File: config.mk
export PLATFORM = sky130hd
export DESIGN_NAME = result_wb_fifo
export DESIGN_NICKNAME = d
export VERILOG_FILES = /design/src/rtl/result_wb_fifo.sv
export SDC_FILE = /design/constraint.sdc
export NUM_CORES = 1
export LEC_CHECK = 0
export CAP_MARGIN = 20
export CORE_UTILIZATION = 45
export DETAILED_ROUTE_END_ITERATION = 16
export HOLD_SLACK_MARGIN = 0.02
export MAX_ROUTING_LAYER = met4
export PLACE_DENSITY_LB_ADDON = 0.1
export SYNTH_ARGS = -nofsm -noshare
export SYNTH_HDL_FRONTEND = slang
export SYNTH_SLANG_ARGS = --single-unit
File: constraint.sdc
create_clock -name clk -period 3.4 [get_ports clk]
set_clock_uncertainty 0.1 [all_clocks]
set_input_delay 0.51 -clock clk [delete_from_list [all_inputs] [get_ports clk]]
set_output_delay 0.51 -clock clk [all_outputs]
set_load 0.05 [all_outputs]
File: src/rtl/result_wb_fifo.sv
// -----------------------------------------------------------------------------
// result_wb_fifo
// Small first-word-fall-through buffer between the ALU result mux and the
// register-file writeback port. Each entry carries the result, the operation
// select that produced it, and the destination register index.
//
// Optional feature macro: RESULT_WB_FLAGS_EN
//   When defined, zero/negative flags are captured at push time, stored per
//   entry and presented with the head entry on out_zero / out_neg.
//
// Ports
//   clk, rst_n          clock, synchronous active-low reset
//   flush               discard all buffered entries on the next edge
//   in_valid/in_ready   upstream handshake (in_ready from registered state only)
//   in_data/sel/rd      entry payload
//   out_valid/out_ready writeback handshake
//   out_data/sel/rd     head entry fields, 0 when empty
//   out_zero/out_neg    head entry flags (RESULT_WB_FLAGS_EN only)
//   count               number of stored entries, 0..DEPTH
// -----------------------------------------------------------------------------
module result_wb_fifo #(
    parameter int unsigned DEPTH = 4
) (
    input  logic        clk,
    input  logic        rst_n,
    input  logic        flush,
    input  logic        in_valid,
    output logic        in_ready,
    input  logic [15:0] in_data,
    input  logic [2:0]  in_sel,
    input  logic [2:0]  in_rd,
    output logic        out_valid,
    input  logic        out_ready,
    output logic [15:0] out_data,
    output logic [2:0]  out_sel,
    output logic [2:0]  out_rd,
`ifdef RESULT_WB_FLAGS_EN
    output logic        out_zero,
    output logic        out_neg,
`endif
    output logic [3:0]  count
);

    localparam int unsigned DATA_W = 16;
    localparam int unsigned SEL_W  = 3;
    localparam int unsigned RD_W   = 3;
    localparam int unsigned CNT_W  = 4;
    localparam int unsigned PTR_W  = $clog2(DEPTH);

    typedef struct packed {
        logic [DATA_W-1:0] data;
        logic [SEL_W-1:0]  sel;
        logic [RD_W-1:0]   rd;
`ifdef RESULT_WB_FLAGS_EN
        logic              zero;
        logic              neg;
`endif
    } entry_t;

    entry_t             mem_q [DEPTH];
    logic [PTR_W-1:0]   wr_ptr_q, wr_ptr_d;
    logic [PTR_W-1:0]   rd_ptr_q, rd_ptr_d;
    logic [CNT_W-1:0]   count_q, count_d;
    logic               push;
    logic               pop;
    entry_t             head;
    entry_t             wr_entry;

    // Handshake status depends only on the registered occupancy.
    assign in_ready  = (count_q < CNT_W'(DEPTH));
    assign out_valid = (count_q != '0);
    assign count     = count_q;

    assign push = in_valid && in_ready && !flush;
    assign pop  = out_valid && out_ready && !flush;

    // Entry to store, flags computed from the incoming result.
    always_comb begin
        wr_entry      = '0;
        wr_entry.data = in_data;
        wr_entry.sel  = in_sel;
        wr_entry.rd   = in_rd;
`ifdef RESULT_WB_FLAGS_EN
        wr_entry.zero = (in_data == '0);
        wr_entry.neg  = in_data[DATA_W-1];
`endif
    end

    // Head presentation; stale storage is masked while empty.
    always_comb begin
        head     = out_valid ? mem_q[rd_ptr_q] : '0;
        out_data = head.data;
        out_sel  = head.sel;
        out_rd   = head.rd;
`ifdef RESULT_WB_FLAGS_EN
        out_zero = head.zero;
        out_neg  = head.neg;
`endif
    end

    // Pointer and occupancy next state; flush overrides push and pop.
    always_comb begin
        wr_ptr_d = wr_ptr_q;
        rd_ptr_d = rd_ptr_q;
        count_d  = count_q;
        if (flush) begin
            wr_ptr_d = '0;
            rd_ptr_d = '0;
            count_d  = '0;
        end else begin
            if (push) wr_ptr_d = wr_ptr_q + PTR_W'(1);
            if (pop)  rd_ptr_d = rd_ptr_q + PTR_W'(1);
            count_d = count_q + CNT_W'(push) - CNT_W'(pop);
        end
    end

    // Control state register.
    always_ff @(posedge clk) begin
        if (!rst_n) begin
            wr_ptr_q <= '0;
            rd_ptr_q <= '0;
            count_q  <= '0;
        end else begin
            wr_ptr_q <= wr_ptr_d;
            rd_ptr_q <= rd_ptr_d;
            count_q  <= count_d;
        end
    end

    // Storage array; contents are not reset since they are masked when empty.
    always_ff @(posedge clk) begin
        if (rst_n && push) begin
            mem_q[wr_ptr_q] <= wr_entry;
        end
    end

endmodule

[Word level (Yosys, flattened, before mapping)]
Memories as Yosys holds them, arrays and structs flattened. A register that Yosys moved wholly into a read port is not among the register bits.
Index checks and enable logic that the tools add are counted.
Cells by class
  add/sub/neg operators: 4
  $mul: 0
  divide/modulo/power cells: 0
  magnitude comparators: 1
  eq/ne operators: 0
  shifts and indexed selects: 0
  mux-type cells: 5
  bitwise logic cells: 1
  reduce and logical (&&, ||, !) cells: 8
Operators by type and width (count)
  two-way mux 22 bit: 1
  logical AND 1 bit: 5
  adder 2 x 1 -> 2 bit, second input constant: 2
  adder 4 x 1 -> 4 bit: 1
  < comparator 4 x 3 -> 1 bit, second input constant: 1
  two-way mux 2 bit: 2
  nonzero test 4 bit: 1
  subtractor 4 x 1 -> 4 bit: 1
  two-way mux 1 bit: 2
  OR reduction 2 bit: 1
  zero test 1 bit: 1
  NOT 1 bit: 1
Storage, ports and cells
  flip-flop bits (word level): 8
  bits in latches: 0
  memory bits (writable): 88
  bits in read-only memories: 0
  bits of input ports: 27
  output and inout port bits: 28
  word-level logic and storage cells: 23
  memories: 1
Memory list
  mem_q: depth 4, bits a word 22, read ports 1, clocked after memory_dff 1, wr ports 1, line 60  | entry_t mem_q [DEPTH];

[Depth between registers and ports, before layout]
  word-level depth: 6
  mapped depth: 12
  mapped depth without buffers: 11

[Worst setup path after synthesis]
OpenSTA, ideal clock, no wires.
  path kind: reg-to-reg
  from: register count_q[2] (netlist: count[2])
  to: register count_q[2] (netlist: count[2])
  library setup time: 0.126 ns
  arrival: 2.984 ns
  required time: 3.174 ns
  setup slack: 0.190 ns
  stages on the path, launching flop included: 13
  path buffers: 1
  clock period less this slack: 3.210 ns
  path through: dfxtp_1 > inv_1 > ha_1 > nor3b_2 > buf_2 > nor3_1 > ha_1 > inv_1 > ha_1 > inv_1 > fa_1 > xor2_1 > nor2_1
On the way
  longest elaborated chain between the ends: 5
  elaborated cells between the ends (all ways): 8
  classes of those cells: 2 x add/sub; 1 x order compare; 5 x reduce/logical
RTL lines
  start, declared: line 63  | logic [CNT_W-1:0] count_q, count_d;
  start signal, assigned: line 126  | count_q <= count_d;
  < comparator 4 x 3 -> 1 bit: line 70  | assign in_ready = (count_q < CNT_W'(DEPTH));
  named net in_ready: line 28  | output logic in_ready,
  logical AND 1 bit (2 in a row): line 74  | assign push = in_valid && in_ready && !flush;
  adder 4 x 1 -> 4 bit: line 113  | count_d = count_q + CNT_W'(push) - CNT_W'(pop);
  subtractor 4 x 1 -> 4 bit: line 113
The timed path passes the listed nets, and every way through them passes these cells.
A chain may end at the register's enable or synchronous reset.

==> qor.txt <==
Status: finished clean
Slew Viols, Final: 0
GPL Wtd Cong: 0.671
Final hold vios: 0
Share of cells above drive strength 1: 20.4%
Sequential area share after synthesis: 72.3%
Fin crit share: 88.7%
Synth top area share: 67.2%
Num rows: 33
RSZ-0062 raised after global routing: false
Fmax: 331 MHz
Setup TNS: 0 ns
Clk_lat worst skew: 0.35 ns
Num Clock Sinks: 98
Routed len/inst: 16.9 µm
Clock-pin slew on the worst setup and hold paths: 0.09 ns
Clock tree buffer depth: 2
Total Routed Length: 6410 µm
Critical path required time: 2.79 ns
Top Ports: 55
Met3 GRT Util: 2.95%
Worst Setup Path Type: register to output port
Cts repair resizes: 0
Main synth FF type: edfxtp_1
Count leader, synth: edfxtp_1
Pwr Total: 2.39 mW
TritonCTS clock tree: done
# nets final: 308
Utilization after layout: 58.3%
DP Area: 0.00466 mm²
Worst setup SP type: register
Crit-path max cell delay: 0.70 ns
Post-synth EDFFs: 88
Power per cell area: 492 mW/mm²
Via/cell ratio: 5.17
Endpoints failing setup: 0
Busiest grt layer: met2
Largest net degree at the start of global routing: 18
Post-CTS setup buffer count: 0
First-pass GRT wire length: 10100 µm
Initial antenna violation count: 0
CTS Hold Bufs: 0
H-tree levels: 3
Crit path arrival time: 2.41 ns
Grt met2 use: 25.8%
ANT nets after route: 0
Gr usage total: 16.2%
Crit path cell chain: buf_12 -> mux4_2 -> nor2b_1 -> clkdlybuf4s50_1
Ant diodes: 0
Drt drc: 0
Detail Placement HPWL: 4210 µm
Vias in the first global route: 1988
Largest cells by area after synthesis: edfxtp_1, mux4_2, dfxtp_1, ha_1, nor2b_1
Syn Area/Cell: 19.6 µm²
Async set-reset flop share out of synthesis: 0%
Syn-to-layout area delta: 23.7%
Synth Warn #: 0
Worst Path Max Fanout: 17
Root Buffer: clkbuf_8
TritonRoute pass-1 iters: 4
Chip width: 95.5 µm
Final Cell Area: 0.00486 mm²
CP max stage cell: clkdlybuf4s50_1
Worst Setup End Kind: output port
Cell taking the most area after synthesis: edfxtp_1
Chip height: 95.5 µm
Starting Density: 47.1%
Hold slack: 0.420 ns
Worst-Margin Slew: 0.513 ns
Post-Syn Instances: 201
DRT iter0 DRCs: 84
Filler Cells Inserted: 668
Cell Area, Synth: 0.00393 mm²
Total vias in the final route: 1966
Slew HR: 65.7%
Max-cap check violation count: 0
Hold Path Class: register to register
CTS Buf Count: 9
Minimum clock period: 3.02 ns
GR Overflow Total: 0
Post-Syn Nets: 238
P_leak: 1.59 nW
Met1 GRT Util: 20.0%
Post-synth top cells: edfxtp_1, mux4_2, nor2b_1
Netlist cell types: 28
Port Buffer Count: 54
Peak VDD IR: 0.239 mV
Core area: 0.00834 mm²
Die ar.: 0.00911 mm²
Seq cells post-synth: 98
[worst max-delay path, delay by kind of cell, from the launching register on]
family	cells	cell delay, ns
DFF	1	0.46
muxes	1	0.51
and+or+nand+nor	1	0.15
buffers and inverters	2	0.93
[cell type report]
| type | instances | area [µm²] | area share, % |
|---|---|---|---|
| clock buffers | 9 | 124 | 2.55 |
| flip-flops and latches | 98 | 2840 | 58.5 |
| clock inverters | 6 | 75.1 | 1.54 |
| inverters | 10 | 37.5 | 0.772 |
| well taps | 105 | 131 | 2.70 |
| repair buffers | 66 | 638 | 13.1 |
| multi-input cells | 86 | 1010 | 20.8 |
[final timing paths]
kind / from / endpoint / slack [ns] / cells past startpoint
worst max-delay path: register / out_data[6] / 0.38 / 4
worst min-delay path: rd_ptr_q[1]$_SDFFE_PP0P_ / register / 0.42 / 2
worst max register to register: count[2]$_SDFF_PP0_ / count[3]$_SDFF_PP0_ / 0.87 / 11
worst min register to register: rd_ptr_q[1]$_SDFFE_PP0P_ / register / 0.42 / 2
[metal layers]
layer,vias up,share of wire [%]
li1,918,-
met1,994,44
met2,41,50
met3,13,3.8
met4,0,1.9
met5,-,0
[cell usage in the layout, fill, tap and decap left out, drive strengths merged, types with 2 or more instances in the layout]
cell,count
nor2,5
dfxtp,10
nand2,3
mux4,22
or3,2
clkbuf,9
and2,5
o21ai,3
edfxtp,88
buf,14
a21oi,4
inv,13
nor2b,23
clkdlybuf4s50,52
ha,9
[registers in the layout, indices dropped and copies added, names as in the netlist, named ones only]
| signal | cells |
|---|---|
| wr_ptr_q | 2 |
| count | 4 |
| mem_q | 88 |
| rd_ptr_q | 2 |
[report_power, final]
group	switching, mW	internal [mW]
combinational	0.183	0.124
sequential	0.00699	1.33
clock	0.400	0.348
[logic make-up after synthesis]
logic type	share of synthesized area (%)
xor gates and xnor gates	0.446
and+or+nand+nor	7.29
DFF	72.3
AOI/OAI and AO/OA	1.37
muxes	13.1
buffers and inverters	2.13
adders and majority gates	3.37
[stage by stage]
stage                     setup WS [ns]  std cells
after global routing              0.255        380
after global placement            0.731        365
after detailed placement          0.723        365
after floorplan                   0.190        201
after CTS                         0.326        380
final                             0.383        380
Power figures use the tool's default switching activity.
